### src/rtl/shift_normalizer_pkg.sv
// Purpose: shared ALU definitions for the sequential normalizer (state encoding, shift-type modes).
// Latency: n/a (type and constant definitions only).
// Backpressure: n/a.
package shift_normalizer_pkg;

  // Normalizer FSM encoding.
  typedef enum logic [1:0] {
    ST_IDLE  = 2'd0,
    ST_SHIFT = 2'd1,
    ST_DONE  = 2'd2
  } norm_state_e;

  // Shift-type selector, matches the ALU alufn shift-type bit.
  localparam logic MODE_LOGICAL = 1'b0;
  localparam logic MODE_ARITH   = 1'b1;

endpackage : shift_normalizer_pkg

### src/rtl/shift_normalizer_detect.sv
// Purpose: combinational normalization test on one word (done = normalized, special = all-zero/all-sign).
// Latency: 0 cycles (pure combinational).
// Backpressure: none; no handshake.
// Ports: word/mode in; done, special out.
module norm_detect
  import shift_normalizer_pkg::*;
#(
  parameter int BITS = 16
) (
  input  logic [BITS-1:0] word,
  input  logic            mode,
  output logic            done,
  output logic            special
);

  logic all_zero;
  logic all_one;

  assign all_zero = (word == '0);
  assign all_one  = (word == '1);

  always_comb begin
    done    = 1'b0;
    special = 1'b0;
    if (mode == MODE_LOGICAL) begin
      done    = word[BITS-1];
      special = all_zero;
    end else begin
      // Arithmetic: normalized once the top two bits differ (no redundant sign bit left).
      done    = word[BITS-1] ^ word[BITS-2];
      special = all_zero | all_one;
    end
  end

endmodule : norm_detect

### src/rtl/shift_normalizer.sv
// Purpose: sequential normalizer; shifts one bit per cycle until normalized, returns word and shift count.
// Latency: k+2 cycles accept-to-valid for k shifts, 1 cycle for all-zero / all-sign shortcuts.
// Backpressure: in_ready only in IDLE; result held in DONE until out_ready, no overlap.
// Ports: clk, rst_n (sync, active-low); in_valid/in_ready/mode/a request side;
//        out_valid/out_ready/out_norm/out_count/out_zero result side.
module shift_normalizer
  import shift_normalizer_pkg::*;
#(
  parameter int BITS = 16
) (
  input  logic                 clk,
  input  logic                 rst_n,
  input  logic                 in_valid,
  output logic                 in_ready,
  input  logic                 mode,
  input  logic [BITS-1:0]      a,
  output logic                 out_valid,
  input  logic                 out_ready,
  output logic [BITS-1:0]      out_norm,
  output logic [$clog2(BITS):0] out_count,
  output logic                 out_zero
);

  localparam int CW = $clog2(BITS) + 1;

  norm_state_e       state_q, state_d;
  logic [BITS-1:0]   reg_q,   reg_d;
  logic [CW-1:0]     count_q, count_d;
  logic              zero_q,  zero_d;
  logic              mode_q,  mode_d;

  logic in_done;
  logic in_special;
  logic work_done;
  logic work_special;

  // Operand-side detector: only the shortcut flag matters at accept time.
  norm_detect #(.BITS(BITS)) u_detect_in (
    .word    (a),
    .mode    (mode),
    .done    (in_done),
    .special (in_special)
  );

  // Working-register detector drives the per-cycle termination test.
  norm_detect #(.BITS(BITS)) u_detect_work (
    .word    (reg_q),
    .mode    (mode_q),
    .done    (work_done),
    .special (work_special)
  );

  always_comb begin
    state_d = state_q;
    reg_d   = reg_q;
    count_d = count_q;
    zero_d  = zero_q;
    mode_d  = mode_q;

    unique case (state_q)
      ST_IDLE: begin
        if (in_valid) begin
          mode_d  = mode;
          count_d = '0;
          zero_d  = 1'b0;
          if (in_special) begin
            state_d = ST_DONE;
            if (mode == MODE_LOGICAL) begin
              reg_d   = '0;
              count_d = CW'(BITS);
              zero_d  = 1'b1;
            end else begin
              reg_d   = a << (BITS - 1);
              count_d = CW'(BITS - 1);
              zero_d  = (a == '0);
            end
          end else begin
            reg_d   = a;
            state_d = ST_SHIFT;
          end
        end
      end

      ST_SHIFT: begin
        // work_special cannot arise here (shortcuts never enter SHIFT); it is a
        // defensive stop so a corrupted register can never spin forever.
        if (work_done || work_special) begin
          state_d = ST_DONE;
        end else begin
          reg_d   = reg_q << 1;
          count_d = count_q + CW'(1);
        end
      end

      ST_DONE: begin
        if (out_ready) begin
          state_d = ST_IDLE;
        end
      end

      default: begin
        state_d = ST_IDLE;
      end
    endcase
  end

  always_ff @(posedge clk) begin
    if (!rst_n) begin
      state_q <= ST_IDLE;
      reg_q   <= '0;
      count_q <= '0;
      zero_q  <= 1'b0;
      mode_q  <= MODE_LOGICAL;
    end else begin
      state_q <= state_d;
      reg_q   <= reg_d;
      count_q <= count_d;
      zero_q  <= zero_d;
      mode_q  <= mode_d;
    end
  end

  // Handshake outputs decode registered state only.
  assign in_ready  = (state_q == ST_IDLE);
  assign out_valid = (state_q == ST_DONE);
  assign out_norm  = reg_q;
  assign out_count = count_q;
  assign out_zero  = zero_q;

  // in_done is informational for the operand path; the shortcut uses in_special.
  logic unused_in_done;
  assign unused_in_done = in_done;

endmodule : shift_normalizer

### config.mk
export PLATFORM = sky130hd
export DESIGN_NAME = shift_normalizer
export DESIGN_NICKNAME = d
export VERILOG_FILES = /design/src/rtl/shift_normalizer_pkg.sv /design/src/rtl/shift_normalizer_detect.sv /design/src/rtl/shift_normalizer.sv
export SDC_FILE = /design/constraint.sdc
export NUM_CORES = 1
export LEC_CHECK = 0
export CAP_MARGIN = 20
export CELL_PAD_IN_SITES_DETAIL_PLACEMENT = 0
export CELL_PAD_IN_SITES_GLOBAL_PLACEMENT = 1
export CORE_MARGIN = 4
export CORE_UTILIZATION = 30
export CTS_CLUSTER_SIZE = 40
export DETAILED_ROUTE_END_ITERATION = 12
export GPL_ROUTABILITY_DRIVEN = 0
export HOLD_SLACK_MARGIN = 0.12
export PLACE_DENSITY = 0.79
export SKIP_CTS_REPAIR_TIMING = 1
export SYNTH_ARGS = -nofsm -noshare
export SYNTH_HDL_FRONTEND = slang
export SYNTH_SLANG_ARGS = --single-unit
### constraint.sdc
create_clock -name clk -period 2.2 [get_ports clk]
set_input_delay 0.33 -clock clk [delete_from_list [all_inputs] [get_ports clk]]
set_output_delay 0.33 -clock clk [all_outputs]
set_load 0.01 [all_outputs]
==> metrics <==
critical path peak fanout 4; Tcrit/Tclk final 89.9%; diode count 0; DRC Markers 0; Max Clock Freq 505 MHz; crit path time final 1.98 ns; RSZ-0062 raised after global routing no; Final ANT Viol Nets 0; post-DP HPWL 3060 um; EDFF count, synth 0; post-synthesis mux area share 0.738%; Distinct cells, synth 33; initial antenna violation count 0; total CTS buffers 3; Rows 24; Top FF cell, synth dfxtp_1; Synth Instances 161; CP startpoint kind primary input; Placeable Area 4350 um^2; status complete, no violations; via count 1,438; main combinational cell family by area after synthesis compound AO/OA/AOI/OAI gates; largest net degree at the start of global routing 23; Setup TNS Final 0 ns; first-pass GRT wire length 6580 um; Worst Path Required 2.40 ns; DIE HEIGHT 75.2 um; worst skew pair latency 0.27 ns; Layout Nets 235; share of cells above drive strength 1 10.0%; root buf cell clkbuf_8; Max-cap violations 0; via-per-instance ratio 5.49; remaining global-route overflow 0; Pwr Total 0.00201 W; Max VDD drop 0.355 mV; final worst slack 0.221 ns; fraction of synthesized cell area in xor and xnor cells 0.646%; CTS sink cnt 25; Final Core Density 44.6%; CTS tree yes; CP Data Arrival Time 2.17 ns; Final Hold Fails 0; die width 75.2 um; crit end category register; sequential fraction of the synthesis area 36.9%; Mapped Nets 185; critical path type primary input to register; pre-CTS setup slack -0.0945 ns; deepest clock path buffer count 2; Initial Util 31.1%; vias in the first global route 1,375; synth warn 0; Post-Synth Adder-Cell Area 2.77%; P&R area growth vs syn 43.3%; Mapped Area 1360 um^2; Port Buffers 44; asr flop ratio synth 0%; Worst Tran Pin Value 0.628 ns; number of synthesized register bits 25; Slew Viols, Final 0; Final Setup Violations 0; io pins 45; PwrDens 1030 nW/um^2; Min-Delay Path Class register to register; Iter 0 DRT Violations 70; GRT Total Usage 14.8%; Hold Slack 0.472 ns; WL/cell 15.4 um; clk_skew 0.00567 ns; total wire length 4040 um; Synth Area in Simple Gates 20.9%; clock transition at the registers of the reported paths 0.09 ns; Mean Syn Cell Area 8.42 um^2; drt pass-1 iters 4; H-Tree Depth 1; max_slew headroom 58.0%; complex-gate fraction of the synthesized area 33.5%; Pleak 0.707 nW; Die ar. 5660 um^2; fill cell count 435
==> cells by family after synthesis <==
kind of cell	Yosys count
compound gates	67
simple gates	51
flops	25
buf+inv	13
fa+ha+maj	3
xor+xnor	1
mux	1
==> cells in the final DEF (no fill, tap or decap) <==
| master | count |
|---|---|
| ha_1 | 3 |
| and4_1 | 3 |
| nor4b_1 | 1 |
| xnor2_1 | 1 |
| dfxtp_1 | 25 |
| nand2b_1 | 2 |
| a32o_1 | 1 |
| clkbuf_1 | 1 |
| nor2_1 | 9 |
| nand3_1 | 4 |
| nand4_1 | 8 |
| nor3_1 | 4 |
| o31ai_4 | 1 |
| o211ai_1 | 1 |
| a211oi_2 | 3 |
| clkbuf_8 | 3 |
| a22oi_1 | 15 |
| mux2i_1 | 1 |
| nor3b_1 | 1 |
| and2b_2 | 1 |
| clkdlybuf4s50_1 | 44 |
| nand2_1 | 9 |
| a211oi_4 | 1 |
| o21a_1 | 4 |
| o211ai_2 | 1 |
| o211a_1 | 1 |
| a21oi_1 | 18 |
| inv_1 | 4 |
| nor4_2 | 1 |
| buf_4 | 10 |
| o21ai_0 | 19 |
| a21boi_0 | 2 |
| nor2b_1 | 1 |
| or3_1 | 1 |
| nor4_1 | 6 |
==> final timing paths <==
path	start	end	slack, ns	cells after the start
max	a[4]	out_count[0]	0.22	8
min	out_zero	out_zero	0.47	2
max reg2reg	out_norm[14]	out_count[3]	0.31	8
min reg2reg	out_zero	out_zero	0.47	2
==> layout make-up <==
cell class,instances,area (um^2),share of cell area (%)
clock buffers,4,45.0,2.32
inverters,4,15.0,0.773
well taps,52,65.1,3.35
flip-flops and latches,25,500,25.8
multi-input cells,123,802,41.3
repair buffers,54,515,26.5
==> layer usage <==
metal | share of wire [%] | routed length (um) | GRT usage (%)
met1 | 45 | 1840 | 21.4
met2 | 47 | 1900 | 23.0
met3 | 6.8 | 274 | 2.54
met4 | 0.79 | 32 | 3.50
met5 | 0 | 0 | 0
==> registers in the layout, indices dropped and copies added, names as in the netlist <==
name       cells
state_q        2
out_count      5
mode_q         1
out_zero       1
out_norm      16
==> through the flow <==
| stage | area [um^2] | std cells |
|---|---|---|
| after floorplan | 1360 | 161 |
| after global placement | 1890 | 258 |
| after detailed placement | 1890 | 258 |
| after CTS | 1940 | 262 |
| after global routing | 1940 | 262 |
| final | 1940 | 262 |
==> Yosys cell counts, drive strengths merged, types with 2 or more instances <==
library cell  number  area [um^2]
o211ai             2         20.0
buf                6         35.0
a21boi             2         15.0
a21oi             18         90.1
nor4               7         50.1
o21ai             19         95.1
nor2               9         33.8
o21a               4         30.0
a211oi             4         50.1
dfxtp             25          500
clkbuf             3         11.3
nand4              8         50.1
inv                4         15.0
a22oi             15          113
and4               3         26.3
nand2b             2         12.5
nor3               4         20.0
ha                 3         37.5
nand2              9         33.8
nand3              4         20.0
==> power by group <==
group          switching [W]  internal (W)
Combinational       0.000482      0.000484
Sequential          0.000176      0.000588
Clock               0.000150      0.000130
Total               0.000808       0.00120
==> critical path, stage by stage <==
cell	delay [ns]
clkdlybuf4s50_1	0.49
buf_4	0.12
nand4_1	0.08
nor3_1	0.45
buf_4	0.20
a32o_1	0.22
nor2_1	0.08
a211oi_2	0.20
(Power assumes the default switching activity.)
